### src/rtl/minisys_mem_pkg.sv
// Shared definitions for the MEM-stage access unit: access widths, FSM states
// and the alignment rule used by both the unit and its lane aligner.
package minisys_mem_pkg;

    localparam logic [1:0] WIDTH_BYTE = 2'd0;
    localparam logic [1:0] WIDTH_HALF = 2'd1;
    localparam logic [1:0] WIDTH_WORD = 2'd2;  // 2'd3 is also treated as word

    typedef enum logic [1:0] {
        StIdle = 2'd0,
        StWait = 2'd1,
        StDone = 2'd2
    } mau_state_e;

    // Half accesses need addr[0]==0, word accesses need addr[1:0]==0.
    function automatic logic is_misaligned(input logic [1:0] width, input logic [1:0] lane);
        logic mis;
        if (width == WIDTH_BYTE) begin
            mis = 1'b0;
        end else if (width == WIDTH_HALF) begin
            mis = lane[0];
        end else begin
            mis = |lane;
        end
        return mis;
    endfunction

endpackage

### src/rtl/mem_lane_align.sv
// Combinational byte-lane steering: store byte enables and lane-replicated
// write data, plus load data extraction with sign/zero extension.
module mem_lane_align
    import minisys_mem_pkg::*;
(
    input  logic [1:0]  st_width,
    input  logic [1:0]  st_lane,
    input  logic [31:0] st_data,
    output logic [3:0]  st_be,
    output logic [31:0] st_wdata,
    input  logic [1:0]  ld_width,
    input  logic [1:0]  ld_lane,
    input  logic        ld_sign,
    input  logic [31:0] ld_data,
    output logic [31:0] ld_result
);

    logic [31:0] ld_shifted;

    // Store side: enables and replicated data for the addressed lanes
    always_comb begin
        st_be    = 4'hF;
        st_wdata = st_data;
        case (st_width)
            WIDTH_BYTE: begin
                st_be    = 4'b0001 << st_lane;
                st_wdata = {4{st_data[7:0]}};
            end
            WIDTH_HALF: begin
                st_be    = 4'b0011 << {st_lane[1], 1'b0};
                st_wdata = {2{st_data[15:0]}};
            end
            WIDTH_WORD, 2'd3: begin
                st_be    = 4'hF;
                st_wdata = st_data;
            end
            default: ;
        endcase
    end

    // Load side: move the addressed lane down to bit 0, then extend
    always_comb begin
        ld_shifted = ld_data >> {ld_lane, 3'b000};
        ld_result  = ld_shifted;
        case (ld_width)
            WIDTH_BYTE: ld_result = {{24{ld_sign & ld_shifted[7]}}, ld_shifted[7:0]};
            WIDTH_HALF: ld_result = {{16{ld_sign & ld_shifted[15]}}, ld_shifted[15:0]};
            default:    ld_result = ld_shifted;
        endcase
    end

endmodule

### config.mk
export PLATFORM = sky130hd
export DESIGN_NAME = mem_lane_align
export DESIGN_NICKNAME = d
export VERILOG_FILES = /design/src/rtl/minisys_mem_pkg.sv /design/src/rtl/mem_lane_align.sv
export SDC_FILE = /design/constraint.sdc
export NUM_CORES = 1
export LEC_CHECK = 0
export ABC_AREA = 1
export ABC_CLOCK_PERIOD_IN_PS = 1500
export CAP_MARGIN = 15
export CORE_MARGIN = 2
export CORE_UTILIZATION = 32
export DETAILED_ROUTE_END_ITERATION = 16
export GPL_TIMING_DRIVEN = 1
export PLACE_DENSITY = 0.86
export RECOVER_POWER = 50
export SYNTH_ARGS = -nofsm -noshare
export SYNTH_HDL_FRONTEND = slang
export SYNTH_SLANG_ARGS = --single-unit
export TNS_END_PERCENT = 10
### constraint.sdc
create_clock -name vclk -period 1.5
set_input_delay 0.225 -clock vclk [all_inputs]
set_output_delay 0.225 -clock vclk [all_outputs]
set_load 0.01 [all_outputs]
# == After elaboration in Yosys (flattened, before gate mapping) ==
# Index checks and enable logic that the tools add are counted.
# word_totals
ramBits,0
memories,0
latch_bits,0
regBits,0
romBits,0
elab_cells,15
# op_classes
mul,0
order_cmp,0
n_eq_ne,4
shift,3
reduce_logical,3
div,0
add_sub_neg,0
bitwise_logic,2
muxes,3
# ops
op,n
$pmux 32 s3,1
$pmux 32 s2,1
$shr 32x5->32,1
$pmux 4 s3,1
$eq 2x1->1 const B,2
$eq 2x2->1 const B,2
$logic_not 2->1,2
$shl 1x2->4 const A,1
$shl 2x2->4 const A,1
$and 1x1->1,2
$reduce_or 2->1,1

# == Logic depth before layout (Yosys ltp) ==
# logic_depth
ltp_word,3
depth_mapped,7
ltp_nobuf,5

# == Worst setup path before layout ==
# OpenSTA, ideal clock, no wires.
# synth_timing
path_kind,input port to output port
start,input ld_lane[1]
end,output ld_result[21]
cell_stages,6
setup_slack_ps,338
t_arrival_ps,937
path_cell_list,buf_4 > inv_4 > nand3_2 > nand4_4 > buf_6 > nand3_2
# synth_between
elab_chain_len,3
# synth_rtl
element,line_no,rtl
"start, declared",mem_lane_align.sv:12,"input logic [1:0] ld_lane,"
$shr 32x5->32 *,mem_lane_align.sv:43,"ld_shifted = ld_data >> {ld_lane, 3'b000};"
"$and 1x1->1, on equally long branches","mem_lane_align.sv:47, mem_lane_align.sv:46",
$pmux 32 s2 *,mem_lane_align.sv:45,case (ld_width)
"end, declared",mem_lane_align.sv:15,output logic [31:0] ld_result
# Mark *: on every way between the ends. The rest lies on a longest branch, timed or not.

# == Worst setup path in the final report ==
# layout_timing
start,input st_width[0]
end,output st_wdata[25]
# layout_between
elab_chain_len,3
# layout_rtl
element,line_no,rtl
"start, declared",mem_lane_align.sv:6,"input logic [1:0] st_width,"
$eq 2x2->1,mem_lane_align.sv:24,case (st_width)
$reduce_or 2->1,mem_lane_align.sv:24,
$pmux 32 s3 *,mem_lane_align.sv:24,
"end, declared",mem_lane_align.sv:10,"output logic [31:0] st_wdata,"
# Mark *: on every way between the ends. The rest lies on a longest branch, timed or not. The select of a mux whose other input is x is not followed.

==> results.py <==
metrics = {
    "status": {
        "status": "completed",
    },
    "global_route": {
        "antenna_found_initial": 0,
        "grt_max_degree": 35,
        "grt_overflow_total": 0,
        "grt_usage": 0.257,
        "grt_pass1_wl_um": 9380,
        "grt_pass1_vias": 2167,
    },
    "setup_path": {
        "cp_slowest_stage_delay_ns": 0.25,
        "critical_path_arrival_ns": 1.25,
        "critPathLaunchType": "primary input",
        "critPathSlowestCell": "dlygate4sd2_1",
        "cp_num_buf_inv": 3,
        "path_delay_family": "buffers and inverters",
        "crit_chain": "dlygate4sd2_1 > nor2_2 > buf_4 > nand2_1 > nand3_1 > clkdlybuf4s15_1",
        "crit_path_end_kind": "primary output",
        "worstPathRequired_ns": 1.27,
        "critPathKind": "primary input to primary output",
        "worstPathMaxFanout": 8,
    },
    "synthesis": {
        "syn_avg_cell_area_sq_um": 5.32,
        "yosysSeqAreaShare": 0,
        "synth_area_leaders": "nand2_1, nand3_2, o211ai_1",
        "yosys_warnings": 0,
        "yosys.area.top_type": "nand2_1",
        "ys_types": 24,
        "syn_nets": 323,
        "synth.top_cell.area_share": 0.322,
        "synthCells": 250,
        "synth_area_sq_mm": 0.00133,
    },
    "floorplanning": {
        "start_util": 0.332,
        "rows": 23,
        "die_h_um": 68.5,
        "die_w_um": 68.5,
        "core_region_area_sq_mm": 0.00400,
        "die-area_sq_mm": 0.00469,
        "ios": 141,
    },
    "place": {
        "dp_hpwl_um": 5180,
        "gp_congestion": 0.912,
        "preCtsSetupSlack_ns": -0.777,
        "io_buffers": 141,
    },
    "routing": {
        "num_vias": 2324,
        "vias_per_cell": 5.11,
        "drc": 0,
        "drt-initial-drc-count": 110,
        "routedWlPerCell_um": 14.3,
        "wl_um": 6500,
        "drtPass1Iterations": 4,
        "ant_nets": 0,
    },
    "layout": {
        "drive_gt1_frac": 0.304,
        "clock_buffers": 0,
        "seq_area_sq_um": 0,
        "fin_nets": 480,
        "seq_cell_count": 0,
        "antenna_cells_inserted": 0,
        "area_growth_pct": 122,
    },
    "sta": {
        "worst_pin_slew_ns": 0.304,
        "clock.fmax_mhz": 677,
        "slew_violations": 0,
        "fin_crit_ns": 1.48,
        "post-route-period-util": 0.984,
        "slew_headroom": 0.797,
        "rsz0062_at_grt": "yes",
        "worst_slack_ns": 0.0238,
        "fin_hold_ws_ns": 0.933,
        "hold_viol_final": 0,
        "setup_viol_count_final": 0,
    },
    "min_path": {
        "hold_class": "primary input to primary output",
    },
    "power_and_ir_drop": {
        "p_leak_nw": 1.59,
        "peakVddDrop_mv": 0.193,
        "p_per_area_mw_per_mm2": 323,
    },
    "run": {
        "maxCapViolations": 0,
    },
}
==> cell type report <==
type / count / area [sq um]
Fill cell: 300 / 1050
Inverter: 17 / 77.6
Multi-Input combinational cell: 209 / 1150
Tap cell: 50 / 62.6
Timing Repair Buffer: 179 / 1660
==> path summary, 6_finish.rpt <==
| path | startpoint | to | slack (ns) | cells after the start |
|---|---|---|---|---|
| max | st_width[0] | st_wdata[25] | 0.02 | 6 |
| min | st_width[1] | st_be[3] | 0.93 | 4 |
==> metrics by stage <==
| stage | utilization | power, mW | std cells | instance area, sq um | TNS [ns] |
|---|---|---|---|---|---|
| 2_1_floorplan | - | 0.395 | 250 | 1330 | 0 |
| 3_3_place_gp | 0.725 | 0.984 | 448 | 2900 | -35.33 |
| 3_5_place_dp | 0.725 | 0.997 | 448 | 2900 | -37.87 |
| 4_1_cts | 0.725 | 0.930 | 452 | 2900 | -0.0468 |
| 5_1_grt | 0.738 | 1.03 | 455 | 2950 | -0.214 |
| 6_report | 0.738 | 0.954 | 455 | 2950 | 0 |
==> Yosys cell counts <==
cell and n:
and2_1 1, nand2_4 2, nand2_1 114, a22oi_1 9, nor2_2 2, buf_4 10
clkinv_1 1, nor2_4 1, nand2_2 2, nand3_2 16, a21oi_1 9, nand3_4 1
nand3_1 20, inv_8 1, nand4_4 1, o211ai_1 14, inv_2 2, buf_6 3
nor2_1 10, buf_2 10, buf_8 1, inv_4 1, inv_1 12, o21ai_0 7
==> routing by layer <==
layer  vias up  GRT usage  share of wire
met2       132      0.518           0.53
met5         -          0              0
met4         0     0.0500          0.018
met3        14     0.0592           0.11
li1       1132          -              -
met1      1046      0.264           0.35
==> what timing repair did <==
action                     CTS  global route
setup endpoints to repair   67            42
pin swaps                    8             7
cloned                       2             0
gates resized for setup    229            35
hold buffers                 0             0
buffers inserted             2             3
==> power breakdown <==
group	internal (mW)	total [mW]	leakage (nW)	switching, mW
sequential	0	0	0	0
combinational	0.505	0.954	1.59	0.449
clock	0	0	0	0
==> tightest hold or removal path, cell delays in order <==
cell and delay (ns):
clkbuf_1 0.16, clkinv_2 0.11, a22oi_1 0.08, clkbuf_1 0.13
==> cells by family (layout without fill, tap and decap cells) <==
logic type / count (synthesis) / after routing / synth area share
AND/OR/NAND/NOR: 170 / 170 / 0.624
buffers and inverters: 41 / 196 / 0.186
AO/OA/AOI/OAI: 39 / 39 / 0.190
==> placed cells by master, fill, tap and decap left out, types with 6 or more instances in the layout <==
| cell type | synthesis | layout |
|---|---|---|
| nand2_1 | 114 | 107 |
| clkdlybuf4s50_1 | 0 | 54 |
| dlygate4sd2_1 | 0 | 27 |
| buf_4 | 10 | 22 |
| buf_2 | 10 | 20 |
| nand3_2 | 16 | 19 |
| buf_6 | 3 | 19 |
| nand3_1 | 20 | 17 |
| o211ai_1 | 14 | 14 |
| inv_1 | 12 | 10 |
| a21oi_1 | 9 | 9 |
| nor2_1 | 10 | 8 |
| a22oi_1 | 9 | 8 |
| nand2_2 | 2 | 7 |
| dlygate4sd3_1 | 0 | 7 |
| o21ai_0 | 7 | 6 |
| clkdlybuf4s15_1 | 0 | 6 |
No activity file was read; power rests on OpenSTA's default activity.
